<file path="src/rtl/tri_op_pkg.sv">
// -----------------------------------------------------------------------------
// tri_op_pkg
// Shared definitions for the tri_op_pipe block: the 2-bit operation-select
// encoding that travels with each operand set.
//
// Configuration macro used by this block: TRI_OP_SAT_EN (see tri_op_alu).
// -----------------------------------------------------------------------------
package tri_op_pkg;

    typedef enum logic [1:0] {
        MODE_SUM = 2'b00,  // a + b + c, overflow flagged
        MODE_MAX = 2'b01,  // unsigned maximum of the three operands
        MODE_MIN = 2'b10,  // unsigned minimum of the three operands
        MODE_MAJ = 2'b11   // bitwise majority vote
    } tri_mode_t;

    localparam int MODE_W = 2;

endpackage

</file>
<file path="src/rtl/tri_op_alu.sv">
// -----------------------------------------------------------------------------
// tri_op_alu
// Purely combinational three-operand operation unit.
//
// Ports:
//   a, b, c  in  [WIDTH-1:0]  operands
//   mode     in  [1:0]        operation select (tri_mode_t encoding)
//   o        out [WIDTH-1:0]  result
//   ovf      out              true sum did not fit in WIDTH bits (SUM only)
//
// Configuration:
//   TRI_OP_SAT_EN  defined   -> SUM saturates to all-ones on overflow
//                  undefined -> SUM wraps (low WIDTH bits of the true sum)
// -----------------------------------------------------------------------------
module tri_op_alu
    import tri_op_pkg::*;
#(
    parameter int WIDTH = 3
) (
    input  logic [WIDTH-1:0] a,
    input  logic [WIDTH-1:0] b,
    input  logic [WIDTH-1:0] c,
    input  logic [1:0]       mode,
    output logic [WIDTH-1:0] o,
    output logic             ovf
);

    // Two extra bits hold the worst case 3*(2^WIDTH-1) without loss.
    logic [WIDTH+1:0] sum;
    logic             sum_ovf;
    logic [WIDTH-1:0] max_ab;
    logic [WIDTH-1:0] min_ab;
    tri_mode_t        op;

    assign sum     = {2'b00, a} + {2'b00, b} + {2'b00, c};
    assign sum_ovf = |sum[WIDTH+1:WIDTH];
    assign max_ab  = (a > b) ? a : b;
    assign min_ab  = (a < b) ? a : b;
    assign op      = tri_mode_t'(mode);

    always_comb begin
        o   = '0;
        ovf = 1'b0;
        case (op)
            MODE_SUM: begin
                ovf = sum_ovf;
`ifdef TRI_OP_SAT_EN
                o   = sum_ovf ? {WIDTH{1'b1}} : sum[WIDTH-1:0];
`else
                o   = sum[WIDTH-1:0];
`endif
            end
            MODE_MAX: o = (max_ab > c) ? max_ab : c;
            MODE_MIN: o = (min_ab < c) ? min_ab : c;
            MODE_MAJ: o = (a & b) | (a & c) | (b & c);
            default:  o = '0;
        endcase
    end

endmodule

</file>
<file path="src/rtl/tri_op_pipe.sv">
// -----------------------------------------------------------------------------
// tri_op_pipe
// Two-stage valid/ready pipeline around tri_op_alu.
//   S1 registers the operand set (a, b, c, mode).
//   S2 registers the ALU result (o, ovf) and drives out_valid.
// With no back-pressure a set accepted in cycle N appears on out_valid in
// cycle N+2, and one set per cycle can be sustained.
//
// Ports:
//   clk        in                 rising-edge clock
//   rst_n      in                 asynchronous active-low reset
//   in_valid   in                 operand set valid
//   in_ready   out                block accepts an operand set this cycle
//   a, b, c    in  [WIDTH-1:0]    operands
//   mode       in  [1:0]          operation select, sampled with the operands
//   out_valid  out                result valid
//   out_ready  in                 downstream accepts the result
//   o          out [WIDTH-1:0]    result
//   ovf        out                SUM overflow flag (0 for other modes)
//   count      out [CNT_W-1:0]    operand sets accepted since reset (wraps)
//
// Configuration macro: TRI_OP_SAT_EN (saturating SUM, handled in tri_op_alu).
// -----------------------------------------------------------------------------
module tri_op_pipe
    import tri_op_pkg::*;
#(
    parameter int WIDTH = 3,
    parameter int CNT_W = 8
) (
    input  logic             clk,
    input  logic             rst_n,
    input  logic             in_valid,
    output logic             in_ready,
    input  logic [WIDTH-1:0] a,
    input  logic [WIDTH-1:0] b,
    input  logic [WIDTH-1:0] c,
    input  logic [1:0]       mode,
    output logic             out_valid,
    input  logic             out_ready,
    output logic [WIDTH-1:0] o,
    output logic             ovf,
    output logic [CNT_W-1:0] count
);

    // Handshake: a transfer happens on a rising edge where valid && ready are
    // both high. A producer holding valid keeps its data stable until the
    // transfer; this block never drops out_valid or changes o/ovf while a
    // result is waiting (out_valid=1, out_ready=0).

    logic             s1_valid;
    logic [WIDTH-1:0] s1_a;
    logic [WIDTH-1:0] s1_b;
    logic [WIDTH-1:0] s1_c;
    logic [1:0]       s1_mode;

    logic [WIDTH-1:0] alu_o;
    logic             alu_ovf;

    logic             s2_adv;
    logic             accept;

    // S2 may take new contents when it is empty or its result leaves now.
    assign s2_adv   = !out_valid || out_ready;
    // S1 has room when empty or when its content moves into S2 this edge.
    assign in_ready = !s1_valid || s2_adv;
    assign accept   = in_valid && in_ready;

    tri_op_alu #(.WIDTH(WIDTH)) u_alu (
        .a    (s1_a),
        .b    (s1_b),
        .c    (s1_c),
        .mode (s1_mode),
        .o    (alu_o),
        .ovf  (alu_ovf)
    );

    // Stage 1: operand registers.
    always_ff @(posedge clk or negedge rst_n) begin
        if (!rst_n) begin
            s1_valid <= 1'b0;
            s1_a     <= '0;
            s1_b     <= '0;
            s1_c     <= '0;
            s1_mode  <= MODE_SUM;
        end else if (accept) begin
            s1_valid <= 1'b1;
            s1_a     <= a;
            s1_b     <= b;
            s1_c     <= c;
            s1_mode  <= mode;
        end else if (s2_adv) begin
            s1_valid <= 1'b0;
        end
    end

    // Stage 2: result registers. Payload only loads on a real set so a
    // bubble leaves the last result visible but invalid.
    always_ff @(posedge clk or negedge rst_n) begin
        if (!rst_n) begin
            out_valid <= 1'b0;
            o         <= '0;
            ovf       <= 1'b0;
        end else if (s2_adv) begin
            out_valid <= s1_valid;
            if (s1_valid) begin
                o   <= alu_o;
                ovf <= alu_ovf;
            end
        end
    end

    // Accepted-set counter, wraps naturally at 2^CNT_W.
    always_ff @(posedge clk or negedge rst_n) begin
        if (!rst_n) begin
            count <= '0;
        end else if (accept) begin
            count <= count + {{(CNT_W-1){1'b0}}, 1'b1};
        end
    end

endmodule

</file>
<file path="config.mk">
export PLATFORM = sky130hd
export DESIGN_NAME = tri_op_pipe
export DESIGN_NICKNAME = d
export VERILOG_FILES = /design/src/rtl/tri_op_pkg.sv /design/src/rtl/tri_op_alu.sv /design/src/rtl/tri_op_pipe.sv
export SDC_FILE = /design/constraint.sdc
export NUM_CORES = 1
export LEC_CHECK = 0
export CAP_MARGIN = 20
export CORE_ASPECT_RATIO = 0.5
export CORE_MARGIN = 2
export CORE_UTILIZATION = 40
export CTS_CLUSTER_SIZE = 25
export DETAILED_ROUTE_END_ITERATION = 12
export PLACE_DENSITY = 0.72
export SLEW_MARGIN = 10
export SYNTH_ARGS = -nofsm -noshare
export SYNTH_HDL_FRONTEND = slang
export SYNTH_SLANG_ARGS = --single-unit
</file>
<file path="constraint.sdc">
create_clock -name clk -period 5.4 [get_ports clk]
set_input_delay 1.35 -clock clk [delete_from_list [all_inputs] [get_ports clk]]
set_output_delay 1.35 -clock clk [all_outputs]
set_load 0.01 [all_outputs]
</file>
**Yosys cells after proc, flatten, opt, wreduce, memory -nomap -nowiden**

Cells that the tools add are included.

- Multiply operators: 0
- Div/mod/pow operators: 0
- Bitwise logic cells: 5
- Multiplexer cells: 8
- Shift-type cells: 0
- Reductions and logical operators: 9
- $add $sub $neg: 3
- Equality and inequality tests: 3
- $lt $le $gt $ge: 4

Operators by type and width:

| operator | count |
|---|---|
| 2-to-1 mux 3 bit | 4 |
| case mux 3 bit (4 select lines) | 1 |
| AND 3 bit | 3 |
| adder 8 x 1 -> 8 bit, second input constant | 1 |
| > comparator 3 bit | 2 |
| less-than comparator 3 bit | 2 |
| bitwise OR 3 bit | 2 |
| adder 5 x 3 -> 5 bit | 1 |
| adder 3 x 3 -> 4 bit | 1 |
| == test 2 bit, second input constant | 2 |
| 2-to-1 mux 1 bit | 3 |
| == test 2 x 1 -> 1 bit, second input constant | 1 |
| zero test 1 bit | 2 |
| zero test 2 bit | 1 |
| logical OR 1 bit | 2 |
| AND reduction 2 bit | 1 |
| nonzero test 2 bit | 1 |
| OR reduction 2 bit | 1 |
| logical AND 1 bit | 1 |

- Input port bits: 15
- Bits in read-only memories: 0
- Memories: 0
- Bits in latches: 0
- Bits in writable memories: 0
- Register bits after elaboration: 25
- Logic and storage cells: 41
- Output and inout port bits: 14

**Longest topological paths before layout**

- Depth in word-level cells: 5
- Depth in mapped cells: 14
- Depth with buffers taken out: 13

**Hierarchy**

From an unflattened synthesis, not the netlist that was laid out.

- Cells, all modules: 153
- Area total of the unflattened synthesis: 1,691.6 µm²

By module, submodules not included:

| module | cells each | times used | area an instance (µm²) | sequential area each (µm²) |
|---|---|---|---|---|
| tri_op_pipe | 68 | 1 | 1,062.3 | 625.6 |
| tri_op_alu | 85 | 1 | 629.4 | 0.0 |

**Worst setup path after synthesis**

No wires, ideal clock.

- Path type: register -> register
- Start: register s1_b[1]
- End: register o[0]
- Arrival: 2.869 ns
- Buffers on the path: 0
- Setup time: 0.125 ns
- Clock period less this slack: 2.993 ns
- Cell stages (with the launch flop): 12
- Data required time: 5.275 ns
- Slack: 2.407 ns
- Path through: dfrtp_1 inv_1 ha_1 nand3b_4 a32oi_2 mux2_4 ha_1 o21a_1 o21ai_4 a311o_1 a211o_1 mux2_2

- Longest elaborated chain between the ends: 5
- Elaborated cells on any way between the ends: 9
- Those cells by class: order compare (4); mux (5)

Ends and longest elaborated chain:

| what | line | source |
|---|---|---|
| start: declaration | tri_op_pipe.sv:52 | `logic [WIDTH-1:0] s1_b;` |
| start signal: assignment | tri_op_pipe.sv:82 | `s1_b <= '0;` |
| start signal: assignment | tri_op_pipe.sv:88 | `s1_b <= b;` |
| less-than comparator 3 bit / > comparator 3 bit (equally long branches) | tri_op_alu.sv:38, tri_op_alu.sv:37 |  |
| 2-to-1 mux 3 bit (on tied branches) | tri_op_alu.sv:38, tri_op_alu.sv:37 |  |
| less-than comparator 3 bit / > comparator 3 bit (equally long branches) | tri_op_alu.sv:54, tri_op_alu.sv:53 |  |
| 2-to-1 mux 3 bit (on tied branches) | tri_op_alu.sv:54, tri_op_alu.sv:53 |  |
| case mux 3 bit (4 select lines) * | tri_op_alu.sv:44 | `case (op)` |
| end signal: assignment | tri_op_pipe.sv:106 | `o <= alu_o;` |
| end: declaration | tri_op_pipe.sv:40 | `output logic [WIDTH-1:0] o,` |

Every way passes the cells marked *; elsewhere a longest branch is shown, timed or not.
A chain may end at the register's enable or synchronous reset.

**Final worst setup path**

- Start: input port out_ready
- End: output port in_ready

- Longest elaborated chain between the ends: 2

Ends and longest elaborated chain:

| what | line | source |
|---|---|---|
| start: declaration | tri_op_pipe.sv:39 | `input logic out_ready,` |
| logical OR 1 bit | tri_op_pipe.sv:63 | `assign s2_adv = !out_valid \|\| out_ready;` |
| logical OR 1 bit | tri_op_pipe.sv:65 | `assign in_ready = !s1_valid \|\| s2_adv;` |
| end: declaration | tri_op_pipe.sv:33 | `output logic in_ready,` |

No other way between the ends.

==> metrics <==
drt pass-1 iters=4; post-synthesis sequential area ratio=0.365; fin util=0.520; CTS Buffer Depth=2; clock sink count=25; max-cap violations=0; Layout Cells excl Fill=263; FILL cells=376; Mapped Cells=roughly 180; Max IR drop VDD=between 0.0002 and 0.0003 V; area grow syn2layout=21.5%; initial antenna violation count=0; antenna-violating nets left=0; slew at the pin with the worst max-slew slack=0.728 ns; area share of the largest cell type after synthesis=0.365; Seq cells post-synth=25; vias in the first global route=1391; # rows=16; setup violators final=0; global-route wire length before repair=6330 µm; Total Neg Setup Slack=0 ns; Crit. End Element=output port; Die ar.=0.00486 mm²; leak pwr=0.911 nW; Worst EP required=4.05 ns; fmax=257 MHz; drt drc=0; Worst Skew=between 0.003 and 0.004 ns; most common cell after layout, fill and taps aside=nand2_1; Pwr per Cell Area=between 300 and 400 mW/mm²; WP data arrival=2.55 ns; synth top area cells=dfrtp_1 (36%), ha_1 (11%), nand2_1 (7.0%), o21ai_0 (4.1%), xnor2_1 (4.1%); Synth Net Count=~220; slowest cell on the critical path=clkdlybuf4s50_1; Crit path largest cell delay=0.57 ns; DR vias=1410; DP Cell Count=between 200 and 300; Clock transition at path regs=0.09 ns; Die H=50.3 µm; status=complete, no violations; Yosys top cell by area=dfrtp_1; final net count=243; Routed WL per cell=about 14 µm; diode count=0; TritonCTS clock tree=built; Synth cell types=46; share of cells above drive strength 1=0.0622; gr usage total=0.168; Clock Latency Late Sink=roughly 0.27 ns; CTS H-tree depth=1; area of the mapped netlist=between 0.0015 and 0.002 mm²; Post-synth top flop=dfrtp_1; Post-synth EDFFs=0; YS warnings=0; Final period util=0.722; type of origin of the critical path=input port; # resized after CTS=0; worst path bufs/invs=2; asr flop ratio synth=1.00; Buffers on Ports=28; Top delay family on crit path=buffers and inverters; Cell Chain, Critical Path=clkdlybuf4s50_1 -> nand3b_1 -> clkdlybuf4s50_1; drt total wl=3690 µm; Die W=96.6 µm; CTS Hold Bufs=0; First DRT Iteration DRCs=54; CORE AREA=0.00400 mm²; # IOs=29; CTS Root Cell=clkbuf_8; initial core utilization=0.428; slew margin rel.=0.515; most frequent cells in the layout=nand2_1 (32), clkdlybuf4s50_1 (27), dfrtp_1 (25), ha_1 (15), o21ai_0 (14); Final HPWL DP=2840 µm; unrepaired setup endpoints after global routing=false; routability cong.=around 0.83; WS Path Type=in -> out; Hold Vio Cnt, Final=0; most used cell along the critical path=clkdlybuf4s50_1; Inserted Clock Buffers=3; grt total ovfl=0; Min-Delay Path Class=reg -> reg; via-per-instance ratio=between 5 and 6; Avg Synthesized Cell Area=9.42 µm²; post-CTS setup buffers=0; Min Hold Slack=approximately 0.47 ns; Worst Path Max Fanout=4; Final Power=approximately 0.00080 W; largest net degree at the start of global routing=26; count of final max-slew check failures=0; Final min period=3.90 ns
## where the power goes
group          switching, W  internal, W  leakage [nW]
combinational      0.000195     0.000201         0.584
clock             0.0000644    0.0000524        0.0217
sequential        0.0000565     0.000233         0.306
total              0.000316     0.000486         0.911
## final timing paths
| kind | to | startpoint | depth (start not counted) | slack, ns |
|---|---|---|---|---|
| max | in_ready | out_ready | 3 | 1.50 |
| min | count[7]$_DFFE_PN0P_ | count[7]$_DFFE_PN0P_ | 1 | 0.47 |
| max reg2reg | o[0]$_DFFE_PN0P_ | s1_b[2]$_DFFE_PN0P_ | 11 | 2.08 |
| min reg2reg | count[7]$_DFFE_PN0P_ | count[7]$_DFFE_PN0P_ | 1 | 0.47 |
| max in group asynchronous | s1_valid$_DFFE_PN0P_ | rst_n | 1 | 3.98 |
| min in group asynchronous | s1_b[0]$_DFFE_PN0P_ | rst_n | 1 | 1.05 |
## routing by layer
metal | GRT usage | vias to the layer above | routed length, µm
li1 | - | 691 | -
met2 | 0.260 | 22 | 1660
met3 | 0.0300 | 5 | 112
met5 | 0 | - | 0
met1 | 0.240 | 692 | 1880
met4 | 0.0493 | 0 | 44
## cell type report
type                            count  area [µm²]  area share
Multi-Input combinational cell    141        1020       0.492
Inverter                           11        41.3      0.0198
Sequential cell                    25         626       0.300
Timing Repair Buffer               28         275       0.132
Clock inverter                      1        7.51     0.00360
Clock buffer                        3        41.3      0.0198
Tap cell                           54        67.6      0.0324
## Yosys cell counts, types with 2 or more instances
| master | count |
|---|---|
| o2111ai_1 | 2 |
| nand3_1 | 5 |
| o21ai_0 | 14 |
| dfrtp_1 | 25 |
| a21oi_1 | 5 |
| nor2_1 | 9 |
| nand4_1 | 3 |
| mux2i_1 | 2 |
| a21o_1 | 2 |
| xnor2_1 | 8 |
| nand2b_1 | 4 |
| and2_1 | 2 |
| ha_1 | 15 |
| clkbuf_1 | 4 |
| fa_1 | 3 |
| a31oi_1 | 2 |
| o21a_1 | 3 |
| a211oi_1 | 2 |
| inv_1 | 11 |
| nand2_1 | 32 |
| nor2b_1 | 4 |
## cell families after synthesis
family,share of synthesized area
AND/OR/NAND/NOR,0.191
AO/OA/AOI/OAI,0.182
flip-flops,0.365
adder cells (fa/ha/maj),0.145
buffers and inverters,0.0372
XOR/XNOR,0.0460
multiplexers,0.0336
## per-stage QoR
stage | area [µm²] | setup WS, ns
2_1_floorplan | 1710 | 2.41
3_3_place_gp | 2040 | 1.54
3_5_place_dp | 2040 | 1.49
4_1_cts | 2090 | 1.49
5_1_grt | 2080 | 1.44
6_report | 2080 | 1.50
## worst reg2reg max path: stages (launching register included)
cell,delay [ns]
dfrtp_1,0.43
inv_1,0.09
ha_1,0.54
a21oi_4,0.15
a32oi_2,0.27
mux2_4,0.34
ha_1,0.30
o21a_1,0.17
o21ai_4,0.09
a311o_1,0.35
a211o_1,0.24
mux2_2,0.26
## registers in the layout, indices dropped and copies added (netlist names)
| register | flops |
|---|---|
| count | 8 |
| o | 3 |
| out_valid | 1 |
| ovf | 1 |
| s1_a | 3 |
| s1_b | 3 |
| s1_c | 3 |
| s1_mode | 2 |
| s1_valid | 1 |
Power figures use the tool's default switching activity.
